## src/rtl/sub32_unsigned_pkg.sv

```systemverilog
// Shared constants and types for the 32-bit unsigned subtractor.
package sub32_unsigned_pkg;

   localparam int unsigned SUB_WIDTH = 32;
   localparam int unsigned SLICE_W   = 4;

   typedef logic [SUB_WIDTH-1:0] word_t;

endpackage : sub32_unsigned_pkg

```

## src/rtl/sub32_unsigned_sub_borrow_blk4.sv

```systemverilog
// 4-bit borrow-lookahead subtract slice: diff = a - b - bin, with group propagate/generate.
module sub_borrow_blk4
   import sub32_unsigned_pkg::*;
(
   input  logic [SLICE_W-1:0] i_a,
   input  logic [SLICE_W-1:0] i_b,
   input  logic               i_bin,
   output logic [SLICE_W-1:0] o_diff,
   output logic               o_bout,
   output logic               o_gp,
   output logic               o_gg
);

   logic [SLICE_W-1:0] w_g;
   logic [SLICE_W-1:0] w_p;
   logic [SLICE_W-1:0] w_c;

   // A bit generates a borrow when a=0,b=1; it passes an incoming borrow when a==b.
   assign w_g = ~i_a & i_b;
   assign w_p = ~(i_a ^ i_b);

   assign w_c[0] = i_bin;
   assign w_c[1] = w_g[0] | (w_p[0] & i_bin);
   assign w_c[2] = w_g[1] | (w_p[1] & w_g[0]) | (w_p[1] & w_p[0] & i_bin);
   assign w_c[3] = w_g[2] | (w_p[2] & w_g[1]) | (w_p[2] & w_p[1] & w_g[0])
                 | (w_p[2] & w_p[1] & w_p[0] & i_bin);

   assign o_gg = w_g[3] | (w_p[3] & w_g[2]) | (w_p[3] & w_p[2] & w_g[1])
               | (w_p[3] & w_p[2] & w_p[1] & w_g[0]);
   assign o_gp = &w_p;

   assign o_bout = o_gg | (o_gp & i_bin);
   assign o_diff = i_a ^ i_b ^ w_c;

endmodule : sub_borrow_blk4

```

## src/rtl/sub32_unsigned.sv

```systemverilog
// Unsigned subtractor: combinational A - B with borrow, plus registered copy and sticky borrow.
module sub32_unsigned
   import sub32_unsigned_pkg::*;
#(
   parameter int unsigned WIDTH = SUB_WIDTH
)(
   input  logic             clk,
   input  logic             rst_n,
   input  logic [WIDTH-1:0] A,
   input  logic [WIDTH-1:0] B,
   input  logic             clr_sticky,
   output logic [WIDTH-1:0] result,
   output logic             borrow,
   output logic [WIDTH-1:0] result_q,
   output logic             borrow_q,
   output logic             borrow_sticky
);

   localparam int unsigned NSLICE = WIDTH / SLICE_W;

   logic [WIDTH-1:0] w_diff;
   logic [NSLICE:0]  w_bin;
   logic [NSLICE-1:0] w_gp;
   logic [NSLICE-1:0] w_gg;
   logic             w_borrow_la;

   logic [WIDTH-1:0] r_result_q;
   logic             r_borrow_q;
   logic             r_sticky;

   assign w_bin[0] = 1'b0;

   for (genvar gi = 0; gi < NSLICE; gi++) begin : g_slice
      sub_borrow_blk4 u_blk (
         .i_a    (A[gi*SLICE_W +: SLICE_W]),
         .i_b    (B[gi*SLICE_W +: SLICE_W]),
         .i_bin  (w_bin[gi]),
         .o_diff (w_diff[gi*SLICE_W +: SLICE_W]),
         .o_bout (w_bin[gi+1]),
         .o_gp   (w_gp[gi]),
         .o_gg   (w_gg[gi])
      );
   end

   assign result = w_diff;
   assign borrow = w_bin[NSLICE];

   // Group-level lookahead gives the clocked stage its own borrow, independent of the slice chain.
   always_comb begin
      w_borrow_la = 1'b0;
      for (int k = 0; k < NSLICE; k++) begin
         w_borrow_la = w_gg[k] | (w_gp[k] & w_borrow_la);
      end
   end

   // Output register stage.
   always_ff @(posedge clk or negedge rst_n) begin
      if (!rst_n) begin
         r_result_q <= '0;
         r_borrow_q <= 1'b0;
      end else begin
         r_result_q <= w_diff;
         r_borrow_q <= w_borrow_la;
      end
   end

   // Sticky borrow flag; clear has priority over a new borrow.
   always_ff @(posedge clk or negedge rst_n) begin
      if (!rst_n) begin
         r_sticky <= 1'b0;
      end else if (clr_sticky) begin
         r_sticky <= 1'b0;
      end else if (w_borrow_la) begin
         r_sticky <= 1'b1;
      end else begin
         r_sticky <= r_sticky;
      end
   end

   assign result_q      = r_result_q;
   assign borrow_q      = r_borrow_q;
   assign borrow_sticky = r_sticky;

endmodule : sub32_unsigned

```

## config.mk

```make
export PLATFORM = sky130hd
export DESIGN_NAME = sub32_unsigned
export DESIGN_NICKNAME = d
export VERILOG_FILES = /design/src/rtl/sub32_unsigned_pkg.sv /design/src/rtl/sub32_unsigned_sub_borrow_blk4.sv /design/src/rtl/sub32_unsigned.sv
export SDC_FILE = /design/constraint.sdc
export NUM_CORES = 1
export LEC_CHECK = 0
export CAP_MARGIN = 20
export CELL_PAD_IN_SITES_DETAIL_PLACEMENT = 0
export CELL_PAD_IN_SITES_GLOBAL_PLACEMENT = 1
export CORE_MARGIN = 2
export CORE_UTILIZATION = 28
export CTS_BUF_LIST = sky130_fd_sc_hd__clkbuf_4
export CTS_CLUSTER_SIZE = 8
export DETAILED_ROUTE_END_ITERATION = 16
export HOLD_SLACK_MARGIN = 0.15
export PLACE_DENSITY = 0.86
export SYNTH_ARGS = -nofsm -noshare
export SYNTH_HDL_FRONTEND = slang
export SYNTH_SLANG_ARGS = --single-unit
```

## constraint.sdc

```tcl
create_clock -name clk -period 6.99 [get_ports clk]
set_input_delay 2.097 -clock clk [delete_from_list [all_inputs] [get_ports clk]]
set_output_delay 2.097 -clock clk [all_outputs]
set_load 0.1 [all_outputs]
```

== Yosys cells after proc, flatten, opt, wreduce, memory -nomap -nowiden ==
Cells that the tools add are included.
Widths: inputs -> output; s select.

* Muxes and demuxes: 2
* Bitwise logic cells: 230
* Reductions and logical operators: 8

{| class="wikitable"
|+ Operators by type and width
! operator !! count
|-
| $and 1x1->1 || 114
|-
| $or 1x1->1 || 76
|-
| $not 4->4 || 16
|-
| $xor 4x4->4 || 16
|-
| $and 4x4->4 || 8
|-
| $reduce_and 4->1 || 7
|-
| $mux 1 || 2
|-
| $reduce_bool 2->1 || 1
|}

* Register bits: 34
* Input port bits: 67
* Output and inout port bits: 67
* Word-level logic and storage cells: 243

== Longest topological paths before layout ==
Gate-level depths: netlist (run 1).

* Depth in word-level cells: 22
* Gate-level depth with buffers: 10
* Mapped depth without buffers: 10

== Cells and area by module ==
Synthesis (run 1) repeated with hierarchy kept, for this count alone.

* Cell total of the unflattened synthesis: 238
* Area total of the unflattened synthesis: 2561.2 sq um

{| class="wikitable"
|+ By module, submodules not included
! module !! times used !! cells an instance !! area each (sq um) !! sequential area each (sq um)
|-
| sub_borrow_blk4 at g_slice[1].u_blk ... || 7 || 24 || 202.7 || 0.0
|-
| sub32_unsigned || 1 || 46 || 940.9 || 850.8
|-
| sub_borrow_blk4 at g_slice[0].u_blk || 1 || 24 || 201.4 || 0.0
|}

== Worst setup path before layout (run 1) ==
OpenSTA, ideal clock, no wires.

* Path kind: input-to-output
* Start point: in A[2]
* End point: out result[19]
* Data arrival time: 6.137 ns
* Required time: 4.893 ns
* Path slack: -1.244 ns
* Stages on the path: 9
* Buffers on the path: 0
* Cell sequence: inv_1 > ha_1 > a41o_1 > a21oi_2 > o21ai_2 > a2111o_1 > a21oi_1 > nor2_1 > a311oi_1

* Longest elaborated chain between the ends: 15
* Elaborated cells on any way between the ends: 21
* Classes of those cells: bitwise: 21

{| class="wikitable"
|+ Ends and longest elaborated chain
! item !! line !! text
|-
| start: declaration || sub32_unsigned.sv:9 || <nowiki>input logic [WIDTH-1:0] A,</nowiki>
|-
| $not 4->4 or $xor 4x4->4 (tied branches) || sub32_unsigned_sub_borrow_blk4.sv:19, sub32_unsigned_sub_borrow_blk4.sv:20 ||
|-
| $and 4x4->4 or $not 4->4 (tied branches) || sub32_unsigned_sub_borrow_blk4.sv:19, sub32_unsigned_sub_borrow_blk4.sv:20 ||
|-
| $and 1x1->1 (on tied branches) || sub32_unsigned_sub_borrow_blk4.sv:28, sub32_unsigned_sub_borrow_blk4.sv:29 ||
|-
| $or 1x1->1 (tied with other cells) || sub32_unsigned_sub_borrow_blk4.sv:28 || <nowiki>assign o_gg = w_g[3] | (w_p[3] & w_g[2]) | (w_p[3] & w_p[2] & w_g[1])</nowiki>
|-
| $or 1x1->1 or $and 1x1->1 (tied branches) || sub32_unsigned_sub_borrow_blk4.sv:28, sub32_unsigned_sub_borrow_blk4.sv:29 ||
|-
| $or 1x1->1 (*) || sub32_unsigned_sub_borrow_blk4.sv:29 || <nowiki>| (w_p[3] & w_p[2] & w_p[1] & w_g[0]);</nowiki>
|-
| $and 1x1->1 (*) || sub32_unsigned_sub_borrow_blk4.sv:32 || <nowiki>assign o_bout = o_gg | (o_gp & i_bin);</nowiki>
|-
| $or 1x1->1 (*) || sub32_unsigned_sub_borrow_blk4.sv:32 ||
|-
| $and 1x1->1 (*) || sub32_unsigned_sub_borrow_blk4.sv:32 ||
|-
| $or 1x1->1 (*) || sub32_unsigned_sub_borrow_blk4.sv:32 ||
|-
| $and 1x1->1 (*) || sub32_unsigned_sub_borrow_blk4.sv:32 ||
|-
| $or 1x1->1 (*) || sub32_unsigned_sub_borrow_blk4.sv:32 ||
|-
| $and 1x1->1 (*) || sub32_unsigned_sub_borrow_blk4.sv:26 || <nowiki>| (w_p[2] & w_p[1] & w_p[0] & i_bin);</nowiki>
|-
| $or 1x1->1 (*) || sub32_unsigned_sub_borrow_blk4.sv:26 ||
|-
| $xor 4x4->4 (*) || sub32_unsigned_sub_borrow_blk4.sv:33 || <nowiki>assign o_diff = i_a ^ i_b ^ w_c;</nowiki>
|-
| end: declaration || sub32_unsigned.sv:12 || <nowiki>output logic [WIDTH-1:0] result,</nowiki>
|}

Every way passes the cells marked *; elsewhere a longest branch is shown, timed or not.

== Final worst setup path (run 1) ==
* Start point: in A[13]
* End point: out result[21]

* Longest elaborated chain between the ends: 11
* Elaborated cells on any way between the ends: 17
* Classes of those cells: bitwise: 16; reduce/logical: 1

{| class="wikitable"
|+ Ends and longest elaborated chain
! item !! line !! text
|-
| $not 4->4 or $xor 4x4->4 (tied branches) || sub32_unsigned_sub_borrow_blk4.sv:19, sub32_unsigned_sub_borrow_blk4.sv:20 ||
|-
| $and 4x4->4 or $not 4->4 (tied branches) || sub32_unsigned_sub_borrow_blk4.sv:19, sub32_unsigned_sub_borrow_blk4.sv:20 ||
|-
| $and 1x1->1 (on tied branches) || sub32_unsigned_sub_borrow_blk4.sv:28, sub32_unsigned_sub_borrow_blk4.sv:29 ||
|-
| $or 1x1->1 or $and 1x1->1 (tied branches) || sub32_unsigned_sub_borrow_blk4.sv:28, sub32_unsigned_sub_borrow_blk4.sv:29 ||
|-
| $or 1x1->1 || sub32_unsigned_sub_borrow_blk4.sv:29 ||
|-
| $or 1x1->1 (*) || sub32_unsigned_sub_borrow_blk4.sv:32 ||
|-
| $and 1x1->1 (*) || sub32_unsigned_sub_borrow_blk4.sv:32 ||
|-
| $or 1x1->1 (*) || sub32_unsigned_sub_borrow_blk4.sv:32 ||
|-
| $and 1x1->1 (*) || sub32_unsigned_sub_borrow_blk4.sv:23 || <nowiki>assign w_c[1] = w_g[0] | (w_p[0] & i_bin);</nowiki>
|-
| $or 1x1->1 (*) || sub32_unsigned_sub_borrow_blk4.sv:23 ||
|-
| $xor 4x4->4 (*) || sub32_unsigned_sub_borrow_blk4.sv:33 ||
|}

Marked as above.

==> flow_summary.json, run 1 <==
{
  "syn-num-nets": 344,
  "antenna_found_initial": 0,
  "path_buf_inv": 5,
  "hold_depth": 2,
  "fmax_mhz": 145,
  "grt_pass1_wl_mm": 10.9,
  "grt-ovfl-total": 0,
  "synth_cells": 237,
  "gp_congestion": 0.796,
  "numCtsBuffers": 5,
  "drcViolationCount": 0,
  "crit_top_cell": "inv_1",
  "die_x_um": 95.3,
  "synth_ff_type": "dfrtp_1",
  "maxCapViolCount": 0,
  "hold_slack_ps": 651,
  "pwr-share-comb_pct": 75.8,
  "critPathCaptureType": "primary output",
  "hp-class": "flop to flop",
  "ys_warn_count": 0,
  "path_delay_family": "buffers and inverters",
  "cts_sinks": 34,
  "drt-initial-drc-count": 24,
  "syn_to_final_growth_pct": 103,
  "vias": 2307,
  "io_pins": 134,
  "synth.top_cells.by_area": "dfrtp_1, ha_1, inv_1",
  "drt_wl_total_mm": 6.82,
  "syn_avg_cell_area_um2": 9.85,
  "ff2ff_path_depth": 2,
  "cp.arrival_ps": 4800,
  "synthArstFlopShare_pct": 100,
  "grt_pass1_vias": 2473,
  "cp_cell_sequence": "clkdlybuf4s50_1 -> inv_1 -> ha_1 -> nand4_1 -> nor2b_1 -> a2111o_1 -> a21boi_1 -> buf_4 -> inv_1 -> fa_2 -> xnor2_4 -> buf_12",
  "drtAntennaViolNets": 0,
  "yosys.cell_count.top_type": "inv_1",
  "power_density_nw_per_um2": 312,
  "synth_common_cells": "inv_1, dfrtp_1, ha_1",
  "finalClockSkew_ps": 0,
  "crit_fanout": 4,
  "critPathLaunchType": "primary input",
  "crit_cells": 12,
  "layout.nets": 522,
  "cts_hold_buf": 0,
  "wire_per_inst_um": 13.1,
  "rows": 33,
  "synth_area_um2": 2330,
  "cts_tree": "yes",
  "cpMaxStageDelayCell": "clkdlybuf4s50_1",
  "yosysUniqueCellTypes": 35,
  "synth.top_cell.area_share_pct": 36.5,
  "fin_crit_sh_pct": 98.7,
  "switchingPower_mw": 0.855,
  "worst_pin_slew_ps": 1010,
  "drive_gt1_share_pct": 31.3,
  "setup.worst_path.class": "primary input to primary output",
  "core_area_um2": 8130,
  "synth_edf_count": 0,
  "synth-seq-cells": 34,
  "yosysSeqAreaShare_pct": 36.5,
  "diodes": 0,
  "grt_max_degree": 35,
  "cts-root-buf": "clkbuf_4",
  "seqPwrFrac_pct": 16.7,
  "dr.pass1.iters": 3,
  "switching_share_pct": 57.9,
  "finalMaxSlewViolations": 0,
  "rsz0062_at_grt": "false",
  "track_usage_pct": 15.4,
  "max_stage_delay_ps": 450,
  "cts_max_level": 2,
  "cts_buffer_depth": 2,
  "synth_area_leader_cell": "dfrtp_1",
  "viasPerCell": 4.43,
  "intPower_mw": 0.622,
  "ir_worst_vdd_uv": 169,
  "die_y_um": 95.3,
  "die-area_um2": 9080,
  "status": "finished, final reports clean",
  "total_power_mw": 1.48,
  "period_needed_ps": 6900,
  "critical_path_required_ps": 4890,
  "p_clk_share_pct": 7.5,
  "hold_violations": 0,
  "reg2reg_slack_ps": 6250,
  "post-dp-hpwl_mm": 5.59,
  "p_leak_nw": 2.33,
  "port_buffers": 133,
  "insertion_delay_ps": 330,
  "clk_pin_slew_ps": 110,
  "start_util_pct": 28.7,
  "final-setup-viol-count": 0,
  "slew_headroom_pct": 32.6
}
-- path summary, 6_finish.rpt --
check                              start             to
setup / recovery                   A[13]     result[21]
hold / removal             borrow_sticky  borrow_sticky
setup reg to reg           borrow_sticky  borrow_sticky
hold reg to reg            borrow_sticky  borrow_sticky
max in group asynchronous          rst_n   result_q[13]
min in group asynchronous          rst_n   result_q[20]
-- flip-flops by register name, summed over array words and instances (netlist names) --
register,flops
result_q,32
borrow_sticky,1
borrow_q,1
-- through the flow --
| step | setup slack (ps) | instance area, um^2 | setup TNS (ps) | utilization, % | std cells |
|---|---|---|---|---|---|
| floorplan | -276 | 2460 | -276 | - | 237 |
| global placement | -290 | 4390 | -1890 | 54.0 | 502 |
| detailed placement | -343 | 4390 | -2270 | 54.0 | 502 |
| CTS | 13.7 | 4590 | 0 | 56.4 | 518 |
| global route | 1.15 | 4730 | 0 | 58.2 | 521 |
| finish | 88.3 | 4730 | 0 | 58.2 | 521 |
-- power groups by stage --
stage / sequential, mW / clock [mW] / combinational [mW]
after floorplan: 0.555 / 0 / 0.441
after global placement: 0.251 / 0 / 1.09
after detailed placement: 0.251 / 0 / 1.10
after CTS: 0.248 / 0.118 / 1.11
after global routing: 0.252 / 0.125 / 1.16
final: 0.247 / 0.110 / 1.12
-- routing by layer --
layer  routed length (um)  GRT usage [%]  vias up
met3                  449           3.00       17
li1                     -              -     1143
met5                    0              0        -
met1                 2620           16.6     1064
met4                  202           6.40        0
met2                 3540           29.2       83
-- repair_timing --
action                                 in CTS  in global routing
setup endpoints to repair                  15                 11
endpoints found under the hold margin       0                  0
pin swaps                                  10                 20
buffers inserted                            8                  3
gates resized for setup                    23                 34
-- placed cells by master, fill, tap and decap left out, types with 3 or more instances in the layout --
master	synthesis	final
buf_12	0	27
a21oi_2	1	7
ha_4	0	10
o21ai_0	7	6
buf_4	0	43
nor3_1	7	7
nand4_1	4	4
fa_1	8	5
a21o_1	7	7
nand2b_1	3	3
ha_1	32	19
dfrtp_1	34	34
xnor2_1	14	3
clkdlybuf4s50_1	0	81
nand3_1	3	3
xor2_1	7	5
o21bai_1	4	4
fa_2	0	3
ha_2	0	3
clkbuf_4	0	6
nor2_1	6	6
dlygate4sd2_1	0	6
a21oi_1	17	11
nand2_1	7	7
inv_2	0	10
xnor2_2	0	9
inv_1	53	43
dlymetal6s2s_1	0	12
-- final cells by class --
class | count | area (um^2)
fillers | 676 | 3400
multi-input cells | 150 | 1590
flip-flops and latches | 34 | 851
inverters | 53 | 199
well taps | 105 | 131
clock inverters | 2 | 8.76
clock buffers | 6 | 45.0
repair buffers | 171 | 1910
-- cells by family after synthesis --
group	Yosys count	synth area share (%)
compound gates	53	15.4
buf+inv	53	8.53
fa+ha+maj	40	24.0
simple gates	36	7.72
flops	34	36.5
xor+xnor	21	7.88
-- tightest hold or removal path, stage by stage (launching register included) --
cell and delay, ps:
dfrtp_1 410, nor3_1 150, a211oi_1 70
Note: power is estimated with default switching activity, not from simulation.
==> inputs of run 2 (changes only) <==
Settings changed: ABC_AREA from default to 0, GPL_TIMING_DRIVEN from default to 1, MAX_ROUTING_LAYER from default to met4.
==> flow_summary.json, run 2 (same netlist as run 1, synthesis figures left out) <==
{
  "ir_worst_vdd_uv": 169,
  "met2_usage_pct": 29.2,
  "viasPerCell": 4.43,
  "use_met1_pct": 16.8,
  "hp-class": "flop to flop",
  "gp_congestion": 0.807,
  "period_needed_ps": 6900,
  "fmax_mhz": 145,
  "port_buffers": 133,
  "largest_register_ffs": 32,
  "fin_cells": 521,
  "hold_violations": 0,
  "finalMaxSlewViolations": 0,
  "die_y_um": 95.3,
  "die-area_um2": 9080,
  "start_util_pct": 28.7,
  "antenna_found_initial": 0,
  "rsz0062_at_grt": "false",
  "insertion_delay_ps": 330,
  "setup.worst_path.class": "primary input to primary output",
  "syn_to_final_growth_pct": 103,
  "cts-root-buf": "clkbuf_4",
  "vias": 2307,
  "wire_per_inst_um": 13.1,
  "top_usage_layer": "met2",
  "drcViolationCount": 0,
  "track_usage_pct": 15.9,
  "critPathCaptureType": "primary output",
  "grt-ovfl-total": 0,
  "cp.arrival_ps": 4800,
  "final-setup-viol-count": 0,
  "slew_headroom_pct": 32.6,
  "drive_gt1_share_pct": 31.3,
  "drtAntennaViolNets": 0,
  "core_area_um2": 8130,
  "p_leak_nw": 2.33,
  "numCtsBuffers": 5,
  "diodes": 0,
  "critPathLaunchType": "primary input",
  "clk_pin_slew_ps": 110,
  "maxCapViolCount": 0,
  "status": "finished, final reports clean",
  "power_density_nw_per_um2": 312,
  "io_pins": 134,
  "worst_pin_slew_ps": 1010,
  "grt.met3_usage_pct": 2.69,
  "rows": 33,
  "grt_pass1_wl_mm": 10.9,
  "dr.pass1.iters": 3,
  "layout.nets": 522,
  "drt_wl_total_mm": 6.82,
  "reg2reg_slack_ps": 6250,
  "grt_pass1_vias": 2473,
  "crit_fanout": 4,
  "finalClockSkew_ps": 0,
  "cts_max_level": 2,
  "most-common-layout-cells": "clkdlybuf4s50_1, inv_1, buf_4",
  "cts_sinks": 34,
  "cts_buffer_depth": 2,
  "layout_commonest_cell": "clkdlybuf4s50_1",
  "fillerInstances": 676,
  "post-dp-hpwl_mm": 5.59,
  "fin_crit_sh_pct": 98.7,
  "critical_path_required_ps": 4890,
  "postLayoutCoreUtil_pct": 58.2,
  "cts_tree": "yes",
  "placedCellCount": 502,
  "grt_max_degree": 35,
  "drt-initial-drc-count": 23,
  "die_x_um": 95.3
}
[run 2: power breakdown]
group	switching, mW	internal [mW]	leakage [nW]	total, mW
Combinational	0.775	0.344	1.90	1.12
Sequential	0.0109	0.236	0.398	0.247
Clock	0.0687	0.0417	0.0331	0.110
[run 2: final timing paths]
check,cells past startpoint,startpoint,end
worst max-delay path,12,A[13],result[21]
worst min-delay path,2,borrow_sticky,borrow_sticky
worst max register to register,2,borrow_sticky,borrow_sticky
worst min register to register,2,borrow_sticky,borrow_sticky
max in group asynchronous,1,rst_n,result_q[13]
min in group asynchronous,1,rst_n,result_q[20]
[run 2: cell type report]
class,count,area [um^2],share of cell area [%]
timing repair buffer,171,1910,40.3
inverter,53,199,4.21
tap,105,131,2.78
multi-input combinational,150,1590,33.6
sequential,34,851,18.0
clock inverter,2,8.76,0.185
clock buffer,6,45.0,0.952
[run 2: through the flow]
stage | setup slack (ps) | hold WS (ps) | area, um^2 | total power, mW | TNS [ps]
2_1_floorplan | -276 | 1090 | 2460 | 0.996 | -276
3_3_place_gp | -290 | 628 | 4390 | 1.34 | -1890
3_5_place_dp | -343 | 636 | 4390 | 1.35 | -2270
4_1_cts | 13.7 | 654 | 4590 | 1.48 | 0
5_1_grt | 1.15 | 695 | 4730 | 1.53 | 0
6_report | 88.3 | 651 | 4730 | 1.48 | 0
[run 2: timing repair]
item / 4_1_cts / 5_1_grt
resized for setup: 23 / 34
endpoints found under the hold margin: 0 / 0
pin swaps: 10 / 20
hold buffers: 0 / 0
setup buffers: 8 / 3
endpoints found under the setup margin: 15 / 11
[run 2: routing by layer]
layer  vias up  wire length (um)
met2        83              3540
met1      1064              2660
met3        17               412
li1       1143                 -
met4         0               202
met5         -                 0
[run 2: critical path, stage by stage]
cell and delay [ps]:
clkdlybuf4s50_1 450, inv_1 40, ha_1 350, nand4_1 150, nor2b_1 60, a2111o_1 450, a21boi_1 200, buf_4 140
inv_1 50, fa_2 420, xnor2_4 190, buf_12 200
